<file path="src/rtl/reaction_timer_ctrl_pkg.sv">
// Shared definitions for the reaction timer: FSM encoding, LFSR constants,
// delay base and the BCD saturation value.
package reaction_timer_ctrl_pkg;

    typedef enum logic [2:0] {
        ST_IDLE   = 3'd0,
        ST_DELAY  = 3'd1,
        ST_TIMING = 3'd2,
        ST_DONE   = 3'd3,
        ST_FAULT  = 3'd4
    } state_e;

    localparam logic [15:0] LFSR_SEED_DEFAULT = 16'hACE1;
    // Fibonacci taps 16,14,13,11 mapped onto bits 15,13,12,10
    localparam logic [15:0] LFSR_TAP_MASK     = 16'hB400;
    localparam logic [10:0] DELAY_BASE        = 11'd1000;
    localparam logic [15:0] BCD_MAX           = 16'h9999;

    function automatic logic [15:0] lfsr_next(input logic [15:0] cur);
        return {cur[14:0], ^(cur & LFSR_TAP_MASK)};
    endfunction

endpackage

</file>
<file path="src/rtl/reaction_timer_ctrl_bcd_counter4.sv">
// Four-digit BCD counter (digit 0 = thousandths) with clear, increment
// enable and saturation at 9.999.
module bcd_counter4
    import reaction_timer_ctrl_pkg::*;
(
    input  logic             clk,
    input  logic             rst,
    input  logic             clr,
    input  logic             inc,
    output logic [3:0][3:0]  digits,
    output logic             at_max
);

    logic [3:0][3:0] digits_q;
    logic [3:0][3:0] digits_d;
    logic            carry_s;
    logic            at_max_s;

    assign at_max_s = (digits_q == BCD_MAX);
    assign at_max   = at_max_s;
    assign digits   = digits_q;

    // Next digit values: ripple carry from thousandths upward, hold at max
    always_comb begin
        digits_d = digits_q;
        carry_s  = 1'b1;
        if (clr) begin
            digits_d = '0;
        end else if (inc && !at_max_s) begin
            for (int i = 0; i < 4; i++) begin
                if (carry_s && (digits_q[i] == 4'd9)) begin
                    digits_d[i] = 4'd0;
                end else if (carry_s) begin
                    digits_d[i] = digits_q[i] + 4'd1;
                    carry_s     = 1'b0;
                end else begin
                    digits_d[i] = digits_q[i];
                end
            end
        end else begin
            digits_d = digits_q;
        end
    end

    // Digit register
    always_ff @(posedge clk) begin
        if (rst) begin
            digits_q <= '0;
        end else begin
            digits_q <= digits_d;
        end
    end

endmodule

</file>
<file path="src/rtl/reaction_timer_ctrl.sv">
// Reaction timer controller: random go-delay from an LFSR, then a 1 ms BCD
// stopwatch stopped by the player; early stop is reported as a fault.
module reaction_timer_ctrl
    import reaction_timer_ctrl_pkg::*;
#(
    parameter int unsigned  TICK_DIV  = 50000,
    parameter logic [15:0]  LFSR_SEED = LFSR_SEED_DEFAULT
) (
    input  logic        clk,
    input  logic        rst,
    input  logic        start,
    input  logic        stop,
    output logic [3:0]  ones,
    output logic [3:0]  tenths,
    output logic [3:0]  hundreths,
    output logic [3:0]  thousandths,
    output logic        disp_en,
    output logic        led,
    output logic        overflow,
    output logic [2:0]  state
);

    localparam int unsigned PW = $clog2(TICK_DIV);

    state_e          state_q, state_d;
    logic [PW-1:0]   presc_q, presc_d;
    logic [10:0]     delay_q, delay_d;
    logic [15:0]     lfsr_q, lfsr_d;
    logic            overflow_q, overflow_d;
    logic            tick_s;
    logic            presc_clr_s;
    logic            cnt_clr_s;
    logic            cnt_inc_s;
    logic            at_max_s;
    logic [3:0][3:0] digits_s;

    assign tick_s = (presc_q == PW'(TICK_DIV - 1));

    bcd_counter4 u_bcd (
        .clk    (clk),
        .rst    (rst),
        .clr    (cnt_clr_s),
        .inc    (cnt_inc_s),
        .digits (digits_s),
        .at_max (at_max_s)
    );

    // FSM next state, delay countdown and counter control
    always_comb begin
        state_d     = state_q;
        delay_d     = delay_q;
        overflow_d  = overflow_q;
        presc_clr_s = 1'b0;
        cnt_clr_s   = 1'b0;
        cnt_inc_s   = 1'b0;
        case (state_q)
            ST_IDLE, ST_DONE, ST_FAULT: begin
                if (start) begin
                    state_d     = ST_DELAY;
                    delay_d     = DELAY_BASE + {1'b0, lfsr_q[9:0]};
                    overflow_d  = 1'b0;
                    presc_clr_s = 1'b1;
                    cnt_clr_s   = 1'b1;
                end else begin
                    state_d = state_q;
                end
            end
            ST_DELAY: begin
                // an early reaction wins even on the expiry tick
                if (stop) begin
                    state_d = ST_FAULT;
                end else if (tick_s) begin
                    delay_d = delay_q - 11'd1;
                    if (delay_q <= 11'd1) begin
                        state_d     = ST_TIMING;
                        presc_clr_s = 1'b1;
                    end else begin
                        state_d = ST_DELAY;
                    end
                end else begin
                    state_d = ST_DELAY;
                end
            end
            ST_TIMING: begin
                if (stop) begin
                    state_d = ST_DONE;
                end else if (tick_s && at_max_s) begin
                    state_d    = ST_DONE;
                    overflow_d = 1'b1;
                end else if (tick_s) begin
                    cnt_inc_s = 1'b1;
                end else begin
                    state_d = ST_TIMING;
                end
            end
            default: begin
                state_d = ST_IDLE;
            end
        endcase
    end

    // Prescaler and LFSR next values
    always_comb begin
        lfsr_d = lfsr_next(lfsr_q);
        if (presc_clr_s || tick_s) begin
            presc_d = '0;
        end else begin
            presc_d = presc_q + PW'(1);
        end
    end

    // State registers
    always_ff @(posedge clk) begin
        if (rst) begin
            state_q    <= ST_IDLE;
            presc_q    <= '0;
            delay_q    <= 11'd0;
            lfsr_q     <= LFSR_SEED;
            overflow_q <= 1'b0;
        end else begin
            state_q    <= state_d;
            presc_q    <= presc_d;
            delay_q    <= delay_d;
            lfsr_q     <= lfsr_d;
            overflow_q <= overflow_d;
        end
    end

    assign thousandths = digits_s[0];
    assign hundreths   = digits_s[1];
    assign tenths      = digits_s[2];
    assign ones        = digits_s[3];
    assign disp_en     = (state_q == ST_TIMING) || (state_q == ST_DONE);
    assign led         = (state_q == ST_TIMING);
    assign overflow    = overflow_q;
    assign state       = state_q;

endmodule

</file>
<file path="config.mk">
export PLATFORM = sky130hd
export DESIGN_NAME = reaction_timer_ctrl
export DESIGN_NICKNAME = d
export VERILOG_FILES = /design/src/rtl/reaction_timer_ctrl_pkg.sv /design/src/rtl/reaction_timer_ctrl_bcd_counter4.sv /design/src/rtl/reaction_timer_ctrl.sv
export SDC_FILE = /design/constraint.sdc
export NUM_CORES = 1
export LEC_CHECK = 0
export CORE_ASPECT_RATIO = 1.1
export CORE_MARGIN = 1.5
export CORE_UTILIZATION = 60
export CTS_CLUSTER_SIZE = 25
export DETAILED_ROUTE_END_ITERATION = 12
export GPL_ROUTABILITY_DRIVEN = 0
export PLACE_DENSITY = 0.82
export SLEW_MARGIN = 20
export SYNTH_ARGS = -nofsm -noshare
export SYNTH_HDL_FRONTEND = slang
export SYNTH_HIERARCHICAL = 1
export SYNTH_SLANG_ARGS = --single-unit
</file>
<file path="constraint.sdc">
create_clock -name clk -period 6.25 [get_ports clk]
set_input_delay 1.5625 -clock clk [delete_from_list [all_inputs] [get_ports clk]]
set_output_delay 1.5625 -clock clk [all_outputs]
set_load 0.02 [all_outputs]
</file>
==> results of run 1 <==
[routing by layer]
| metal | share of wire [%] | wire (µm) | vias up | GRT usage [%] |
|---|---|---|---|---|
| li1 | - | - | 1328 | - |
| met4 | 1.9 | 118 | 0 | 13.40 |
| met5 | 0 | 0 | - | 0 |
| met2 | 49 | 3117 | 45 | 39.81 |
| met1 | 46 | 2875 | 1208 | 30.20 |
| met3 | 3.2 | 200 | 11 | 4.695 |
[cell type report]
| cell class | count | share of cell area [%] |
|---|---|---|
| multi-input cells | 268 | 48.77 |
| flip-flops and latches | 63 | 34.94 |
| repair buffers | 28 | 7.556 |
| clock buffers | 9 | 3.432 |
| clock inverters | 7 | 2.045 |
| well taps | 58 | 2.010 |
| inverters | 12 | 1.248 |
[cells in the mapped netlist, drive strengths merged (4+ instances only)]
library cell,instances
ha,10
a211oi,4
and3,7
nor3,12
or2,9
nand2,23
nor2b,9
clkbuf,9
o211ai,4
nor4,5
xor2,10
o21ai,19
or3,5
nor2,44
buf,6
xnor2,14
nand3,14
a21oi,24
dfxtp,63
nand4,7
inv,12
[power by group through the flow]
stage | clock network (W) | logic, W | registers, W
after floorplan | 0 | 0.0000792 | 0.000441
after global placement | 0 | 0.0000978 | 0.000444
after detailed placement | 0 | 0.0000999 | 0.000445
after CTS | 0.000357 | 0.000101 | 0.000435
after global routing | 0.000375 | 0.000112 | 0.000439
final | 0.000349 | 0.000100 | 0.000436
[kinds of logic after synthesis]
family          share of synthesized area (%)
compound gates                          15.66
xor+xnor                                6.677
fa+ha+maj                               3.975
buf+inv                                 4.014
flops                                   40.06
mux                                    0.3180
simple gates                            29.29
[sequential cells by signal (all words and copies together), names as in the netlist]
name          count
lfsr_q           16
presc_q          16
u_bcd/digits     16
delay_q          11
state             3
overflow          1
[path summary, 6_finish.rpt]
path | startpoint | endpoint | slack, ps
setup / recovery | state[1]$_SDFFE_PP0P_ | led | 2960
hold / removal | lfsr_q[14]$_SDFF_PP0_ | lfsr_q[15]$_SDFF_PP1_ | 410
setup reg to reg | presc_q[0]$_SDFF_PP0_ | u_bcd/digits[14]$_SDFFE_PP0P_ | 3670
hold reg to reg | lfsr_q[14]$_SDFF_PP0_ | lfsr_q[15]$_SDFF_PP1_ | 410
[through the flow]
step,hold WS [ps],instances,instance area [µm²]
6_report,410.9,445,3610
5_1_grt,434.9,445,3610
4_1_cts,412.7,445,3610
3_5_place_dp,393.8,429,3412
3_3_place_gp,394.8,429,3412
2_1_floorplan,389.5,358,3148
==> results.tsv, run 1 <==
stage	metric	value	unit
critical_path	Reg2Reg Depth	9	
clocking	TritonCTS buffer count	9	
synth	Cells after Synth	358	
grt	vias in the first global route	2429	
sta	Final period util	52.63	%
clocking	clk buf depth	2	
synth	sequential area share after synthesis	40.06	%
power	Clock Power Share	39.4	%
drt	DR WL/cell	14.18	µm
synth	share of the synthesized area in the top cell type	40.06	%
critical_path	Crit path largest cell delay	620	ps
synth	count of cell types in the netlist	58	
cells_and_area	commonest non-fill, non-tap cells in the layout	63 x dfxtp_1, 44 x nor2_1, 25 x clkdlybuf4s50_1, 24 x a21oi_1, 23 x nand2_1	
cells_and_area	Multi-input gate area	1760	µm²
cells_and_area	Final Util	71.71	%
cells_and_area	nets@finish	396	
synth	Post-synth EDFFs	0	
placed_design	post-place setup slack	2703	ps
grt	pin count of the biggest net entering global routing	34	
cells_and_area	proportion of layout cells with a drive suffix above 1	10.85	%
clocking	H-tree depth	3	
floorplan	row cnt	27	
critical_path	crit end category	primary output	
sta	Slew Limit Headroom	44.24	%
floorplan	Die W	72.07	µm
cells_and_area	Syn-to-layout area delta	14.67	%
clocking	Clock Sinks	63	
clocking	Worst-Skew Late Latency	340	ps
drt	Vias per Instance	5.825	
power	total power	0.0008850	W
clocking	CTS root buf	clkbuf_8	
job	max cap viols	0	
power	Max VDD drop	0.0001589	V
critical_path	WP data arrival	1730	ps
cells_and_area	most common cell after layout, fill and taps aside	dfxtp_1	
grt	Total GRT Usage	24.44	%
clocking	CTS tree	built	
synth	Syn Area/Cell	8.793	µm²
drt	first drt pass iteration count	4	
synth	Post-Syn Area	3148	µm²
sta	slack of the critical path	2960	ps
floorplan	total core area	5034	µm²
sta	setup skew after layout	6.805	ps
synth	share of flip-flops with an asynchronous set or reset	0	%
drt	Final ANT Viol Nets	0	
floorplan	Die ar.	5691	µm²
sta	Setup violations, final	0	
critical_path	Worst Path Max Fanout	9	
power	Comb power frac	11.4	%
critical_path	critical path data required time	4690	ps
drt	vias post-DR	2592	
synth	synth warn	6	
sta	unrepaired setup endpoints after global routing	false	
synth	Syn Nets	372	
sta	Slew Limit Fails	0	
sta	Fmax achieved	304.0	MHz
critical_path	Crit Path Class	reg2out	
sta	final setup TNS	0	ps
synth	Synth area leaders	dfxtp_1 40%, nor2_1 5.2%, ha_1 4.0%	
clocking	postcts setup bufs	0	
power	NetSw	0.0002408	W
worst_hold_path	WHS Path Cells	1	
grt	initial antenna violation count	0	
clocking	Post-CTS Hold Buffers	0	
cells_and_area	FILL cells	406	
drt	total wire length	6312	µm
sta	Tightest Pin Transition	828.8	ps
placed_design	PortBufs	25	
floorplan	Initial Util	62.54	%
worst_hold_path	HP Class	reg2reg	
critical_path	critical path depth in cells	3	
synth	area leader, netlist	dfxtp_1	
cells_and_area	flip-flop and latch area	1261	µm²
floorplan	Die Ht	78.97	µm
synth	Yosys reg bits	63	
critical_path	Buf/Inv on CP	1	
drt	1st-iter DRT viols	205	
power	internal power	0.0006442	W
critical_path	slowest CP cell	clkdlybuf4s50_1	
placed_design	hpwl dp	4336	µm
cells_and_area	diodes inserted	0	
synth	Primary FF master, synth	dfxtp_1	
critical_path	CP delay by family, top	buffers and inverters	
sta	min Tclk post-route	3290	ps
power	Switching Fraction	27.21	%
power	Static Leakage	1.286	nW
floorplan	Top Ports	26	
grt	first-pass GRT wire length	10890	µm
power	power density over the cells	245.2	nW/µm²
critical_path	CP cell instances	nand2b_1, nor2_1, clkdlybuf4s50_1	
clocking	clk slew on worst S/H paths	70	ps
power	sequential share of power	49.2	%
drt	DRC violations left	0	
critical_path	Setup crit start kind	flop	
run_status	status	completed	
clocking	# resized after CTS	0	
sta	final hold violations	0	
grt	gr ovfl total	0	
Power figures use the tool's default switching activity.
==> run 2: changes to the inputs <==
--- a/config.mk
+++ b/config.mk
@@ -7,11 +7,11 @@
 export LEC_CHECK = 0
 export CORE_ASPECT_RATIO = 1.1
 export CORE_MARGIN = 1.5
-export CORE_UTILIZATION = 60
+export CORE_UTILIZATION = 52
 export CTS_CLUSTER_SIZE = 25
 export DETAILED_ROUTE_END_ITERATION = 12
 export GPL_ROUTABILITY_DRIVEN = 0
-export PLACE_DENSITY = 0.82
+export PLACE_DENSITY = 0.76
 export SLEW_MARGIN = 20
 export SYNTH_ARGS = -nofsm -noshare
 export SYNTH_HDL_FRONTEND = slang
==> constraint.sdc (replaced) <==
create_clock -name clk -period 2.9 [get_ports clk]
set_input_delay 0.725 -clock clk [delete_from_list [all_inputs] [get_ports clk]]
set_output_delay 0.725 -clock clk [all_outputs]
set_load 0.02 [all_outputs]
==> results.tsv, run 2 (synthesis results as in run 1) <==
stage	metric	value	unit
run_status	status	completed	
critical_path	Setup crit start kind	flop	
drt	Vias per Instance	5.632	
clocking	clk buf depth	2	
placed_design	hpwl dp	4557	µm
power	Max VDD drop	0.0003415	V
floorplan	Die ar.	6530	µm²
drt	1st-iter DRT viols	165	
sta	Hold WS	415.9	ps
job	max cap viols	0	
critical_path	crit end category	flop	
grt	pin count of the biggest net entering global routing	19	
floorplan	total core area	5806	µm²
sta	Final period util	85.66	%
grt	vias in the first global route	2470	
critical_path	Critical R2R Capture	u_bcd/digits[14]$_SDFFE_PP0P_	
worst_hold_path	HP Class	reg2reg	
sta	Setup violations, final	0	
clocking	CTS tree	built	
worst_hold_path	worst hold endpoint	lfsr_q[15]$_SDFF_PP1_	
floorplan	Die W	77.19	µm
cells_and_area	Syn-to-layout area delta	17.45	%
critical_path	WP data arrival	2740	ps
clocking	Post-CTS Hold Buffers	0	
sta	unrepaired setup endpoints after global routing	false	
cells_and_area	Design Area, Final	3697	µm²
critical_path	Worst Path Max Fanout	8	
cells_and_area	proportion of layout cells with a drive suffix above 1	11.76	%
clocking	Worst-Skew Late Latency	340	ps
drt	Final ANT Viol Nets	0	
clocking	TritonCTS buffer count	9	
grt	Total GRT Usage	21.07	%
cells_and_area	FILL cells	512	
sta	Tightest Pin Transition	589.1	ps
placed_design	PortBufs	25	
sta	Slew Limit Headroom	60.62	%
sta	slack of the critical path	416.0	ps
clocking	postcts setup bufs	0	
drt	DR WL/cell	13.81	µm
grt	gr ovfl total	0	
worst_hold_path	WHS Path Cells	1	
floorplan	Die Ht	84.61	µm
worst_hold_path	hold wc startpoint	lfsr_q[14]$_SDFF_PP0_	
cells_and_area	nets@finish	400	
drt	DRC violations left	0	
sta	final setup TNS	0	ps
sta	min Tclk post-route	2484	ps
floorplan	row cnt	29	
sta	final hold violations	0	
critical_path	Crit Path Class	reg2reg	
grt	first-pass GRT wire length	11010	µm
placed_design	post-place setup slack	370.1	ps
clocking	Clock Sinks	63	
floorplan	Initial Util	54.22	%
cells_and_area	commonest non-fill, non-tap cells in the layout	63 x dfxtp_1, 44 x nor2_1, 25 x clkdlybuf4s50_1, 24 x a21oi_1, 23 x nand2_1	
critical_path	Reg2Reg Depth	9	
sta	setup skew after layout	6.760	ps
clocking	H-tree depth	3	
critical_path	RR Startpoint	presc_q[0]$_SDFF_PP0_	
power	power density over the cells	552.0	nW/µm²
clocking	clk slew on worst S/H paths	70	ps
cells_and_area	most common cell after layout, fill and taps aside	dfxtp_1	
drt	total wire length	6461	µm
cells_and_area	diodes inserted	0	
floorplan	Top Ports	26	
drt	vias post-DR	2636	
drt	first drt pass iteration count	4	
clocking	CTS root buf	clkbuf_8	
grt	initial antenna violation count	0	
clocking	# resized after CTS	0	
sta	Fmax achieved	402.6	MHz
critical_path	flop2flop setup slack	420	ps
sta	Slew Limit Fails	0	
placed_design	Post-DP Area	3466	µm²
power	Static Leakage	1.330	nW
critical_path	critical path data required time	3150	ps
[run 2: changes by cell type in the layout (fill, tap and decap cells not counted), sizes merged]
cell      before  now
bufinv         1    2
clkinv         2    1
buf            3    7
clkbuf         9   11
clkinvlp       4    2
[run 2: metrics by stage]
stage	utilization (%)	total power [W]	instances
2_1_floorplan	-	0.001122	358
3_3_place_gp	59.70	0.001177	452
3_5_place_dp	59.70	0.001183	452
4_1_cts	63.69	0.002055	468
5_1_grt	63.69	0.002130	468
6_report	63.69	0.002041	468
[run 2: worst max path at each step]
stage,startpoint,to,slack (ps),depth (start not counted)
after detailed placement,stop,u_bcd/digits[14]$_SDFFE_PP0P_,370,7
after CTS,presc_q[0]$_SDFF_PP0_,u_bcd/digits[14]$_SDFFE_PP0P_,400,9
final,presc_q[0]$_SDFF_PP0_,u_bcd/digits[14]$_SDFFE_PP0P_,420,9
after global routing,presc_q[0]$_SDFF_PP0_,u_bcd/digits[15]$_SDFFE_PP0P_,230,9
after floorplan,u_bcd/digits[2]$_SDFFE_PP0P_,u_bcd/digits[10]$_SDFFE_PP0P_,540,8
after global placement,stop,u_bcd/digits[14]$_SDFFE_PP0P_,400,7
[run 2: routing by layer]
metal / wire length, µm / GRT usage (%) / part of all wire [%]
met5: 0 / 0 / 0
met4: 121 / 9.091 / 1.9
met3: 303 / 6.413 / 4.7
met2: 3099 / 34.77 / 48
met1: 2936 / 25.30 / 45
[run 2: layout make-up]
type	instances	area, µm²	share of cell area (%)
clock buffers	11	151.4	4.095
clock inverters	5	80.08	2.166
inverters	12	45.04	1.218
multi-input cells	268	1760	47.61
flip-flops and latches	63	1261	34.11
well taps	77	96.34	2.606
repair buffers	32	302.8	8.189
[run 2: critical path: stages (launching register included)]
cell and delay, ps:
dfxtp_1 370, ha_1 210, and3_1 290, nand4_4 190, nor4b_2 350, buf_4 190, and4b_1 210, and4_1 250
a21oi_1 90, a311oi_1 230
[run 2: report_power, final]
group | leakage (nW) | switching, W | internal (W)
Sequential | 0.515 | 0.0000374 | 0.000902
Clock | 0.112 | 0.000346 | 0.000529
Combinational | 0.704 | 0.000130 | 0.0000967
==> run 3: changes to the inputs <==
--- a/config.mk
+++ b/config.mk
@@ -7,11 +7,11 @@
 export LEC_CHECK = 0
 export CORE_ASPECT_RATIO = 1.1
 export CORE_MARGIN = 1.5
-export CORE_UTILIZATION = 52
+export CORE_UTILIZATION = 40
+export CTS_CLUSTER_DIAMETER = 120
 export CTS_CLUSTER_SIZE = 25
 export DETAILED_ROUTE_END_ITERATION = 12
 export GPL_ROUTABILITY_DRIVEN = 0
-export PLACE_DENSITY = 0.76
 export SLEW_MARGIN = 20
 export SYNTH_ARGS = -nofsm -noshare
 export SYNTH_HDL_FRONTEND = slang
==> constraint.sdc (replaced) <==
create_clock -name clk -period 2.1 [get_ports clk]
set_input_delay 0.525 -clock clk [delete_from_list [all_inputs] [get_ports clk]]
set_output_delay 0.525 -clock clk [all_outputs]
set_load 0.02 [all_outputs]
==> results.tsv, run 3 (synthesis results as in run 1) <==
stage	metric	value	unit
critical_path	Crit path largest cell delay	340	ps
critical_path	Critical R2R Capture	u_bcd/digits[14]$_SDFFE_PP0P_	
sta	Setup violations, final	0	
placed_design	hpwl dp	4991	µm
critical_path	slowest CP cell	dfxtp_2	
critical_path	CP delay by family, top	simple AND/OR/NAND/NOR gates	
grt	first-pass GRT wire length	11650	µm
sta	min Tclk post-route	2094	ps
drt	first drt pass iteration count	5	
worst_hold_path	worst hold endpoint	lfsr_q[15]$_SDFF_PP1_	
worst_hold_path	HP Class	reg2reg	
floorplan	Die Ht	96.04	µm
drt	Met3 Routed Length	225	µm
critical_path	RR Startpoint	presc_q[12]$_SDFF_PP0_	
clocking	CTS tree	built	
floorplan	total core area	7556	µm²
floorplan	Die ar.	8412	µm²
critical_path	WP data arrival	2340	ps
clocking	Post-CTS Hold Buffers	0	
critical_path	Buf/Inv on CP	1	
critical_path	Setup crit start kind	flop	
sta	slack of the critical path	6.068	ps
sta	unrepaired setup endpoints after global routing	true	
sta	Slew Limit Headroom	63.44	%
critical_path	CP cell instances	nor4_4, nand4_4, nor4b_4, buf_4, and4b_1, and4_4, a21oi_1, a311oi_1	
sta	final hold violations	0	
clocking	CTS root buf	clkbuf_8	
clocking	Worst-Skew Late Latency	330	ps
worst_hold_path	hold wc startpoint	lfsr_q[14]$_SDFF_PP0_	
clocking	TritonCTS buffer count	9	
drt	1st-iter DRT viols	177	
critical_path	crit end category	flop	
drt	DR top layer	met4	
power	power density over the cells	659.0	nW/µm²
sta	Fmax achieved	477.6	MHz
cells_and_area	Finished Layout Cells	550	
drt	Final ANT Viol Nets	0	
critical_path	critical path data required time	2340	ps
floorplan	Initial Util	41.66	%
clocking	clk buf depth	2	
critical_path	Reg2Reg Depth	8	
grt	vias in the first global route	2625	
sta	Slew Limit Fails	0	
cells_and_area	nets@finish	454	
drt	routed wl met2	3233	µm
cells_and_area	proportion of layout cells with a drive suffix above 1	25.39	%
critical_path	flop2flop setup slack	6	ps
floorplan	Die W	87.59	µm
drt	DR WL/cell	12.47	µm
placed_design	number of cells in the design after placement	528	
power	Max VDD drop	0.0003069	V
clocking	clk slew on worst S/H paths	70	ps
drt	vias post-DR	2839	
placed_design	PortBufs	25	
placed_design	post-place setup slack	-235.2	ps
drt	Met1 Wirelength	3312	µm
clocking	Clock Sinks	63	
floorplan	row cnt	33	
grt	Total GRT Usage	17.60	%
floorplan	Top Ports	26	
critical_path	Crit Path Class	reg2reg	
cells_and_area	Syn-to-layout area delta	33.55	%
critical_path	Worst Path Max Fanout	4	
worst_hold_path	WHS Path Cells	1	
drt	total wire length	6858	µm
cells_and_area	commonest non-fill, non-tap cells in the layout	59 x buf_4, 53 x dfxtp_1, 43 x nor2_1, 24 x a21oi_1	
drt	DRC violations left	0	
cells_and_area	diodes inserted	0	
clocking	H-tree depth	3	
grt	initial antenna violation count	0	
cells_and_area	most common cell after layout, fill and taps aside	buf_4	
sta	setup skew after layout	9.182	ps
grt	gr ovfl total	0	
power	Static Leakage	1.677	nW
grt	pin count of the biggest net entering global routing	33	
job	max cap viols	0	
sta	Tightest Pin Transition	543.9	ps
drt	Vias per Instance	5.162	
sta	Final period util	99.71	%
run_status	status	completed	
run 3: cell types whose count changed in the layout (fill, tap and decap cells not counted), sizes merged:
cell           delta
buf              +54
clkbuf            +3
clkdlybuf4s50     -3
clkinvlp          -2
dlygate4sd2       +2
bufinv            -1
dlymetal6s2s      +1
run 3: worst max-delay path by stage:
stage,start,to,slack [ps],cells after the start
global route,presc_q[12]$_SDFF_PP0_,u_bcd/digits[14]$_SDFFE_PP0P_,-160,8
finish,presc_q[12]$_SDFF_PP0_,u_bcd/digits[14]$_SDFFE_PP0P_,6,8
global placement,stop,u_bcd/digits[14]$_SDFFE_PP0P_,-220,7
floorplan,presc_q[4]$_SDFF_PP0_,u_bcd/digits[10]$_SDFFE_PP0P_,-40,7
detailed placement,stop,u_bcd/digits[14]$_SDFFE_PP0P_,-240,7
CTS,presc_q[12]$_SDFF_PP0_,u_bcd/digits[14]$_SDFFE_PP0P_,-2,8
run 3: timing repair:
action	in CTS	in global routing
setup buffers	2	4
endpoints found under the setup margin	6	10
resized for setup	7	3
cloned	0	0
pin swaps	8	3
run 3: final cells by class:
type,instances,area (µm²)
flip-flops and latches,63,1276
repair buffers,86,724.4
clock inverters,2,35.03
multi-input cells,268,1808
well taps,105,131.4
clock buffers,14,183.9
inverters,12,45.04
fillers,731,3352
run 3: through the flow:
| stage | TNS (ps) | total power, W | hold WS (ps) | instance area, µm² | util [%] |
|---|---|---|---|---|---|
| finish | 0 | 0.002771 | 409.9 | 4204 | 55.64 |
| CTS | -1.868 | 0.002804 | 411.0 | 4164 | 55.11 |
| global route | -836.6 | 0.002911 | 407.6 | 4204 | 55.64 |
| detailed placement | -1297 | 0.001663 | 394.3 | 3914 | 51.80 |
| global placement | -1105 | 0.001656 | 393.7 | 3914 | 51.80 |
| floorplan | -36.89 | 0.001549 | 389.5 | 3188 | - |
run 3: power breakdown:
| part | internal, W | switching [W] |
|---|---|---|
| combinational | 0.000160 | 0.000188 |
| clock | 0.000685 | 0.000445 |
| sequential | 0.00125 | 0.0000472 |
run 3: worst reg2reg max path, delay by kind of cell, from the launching register on:
kind,cells,cell delay (ps)
AOI/OAI and AO/OA,2,250
DFF,1,340
and+or+nand+nor,5,1250
buffers and inverters,1,190
run 3: per-layer routing:
metal,vias to the layer above,track usage (%)
met5,-,0
met4,0,6.481
met3,8,3.859
met2,51,29.29
met1,1334,22.30
li1,1446,-
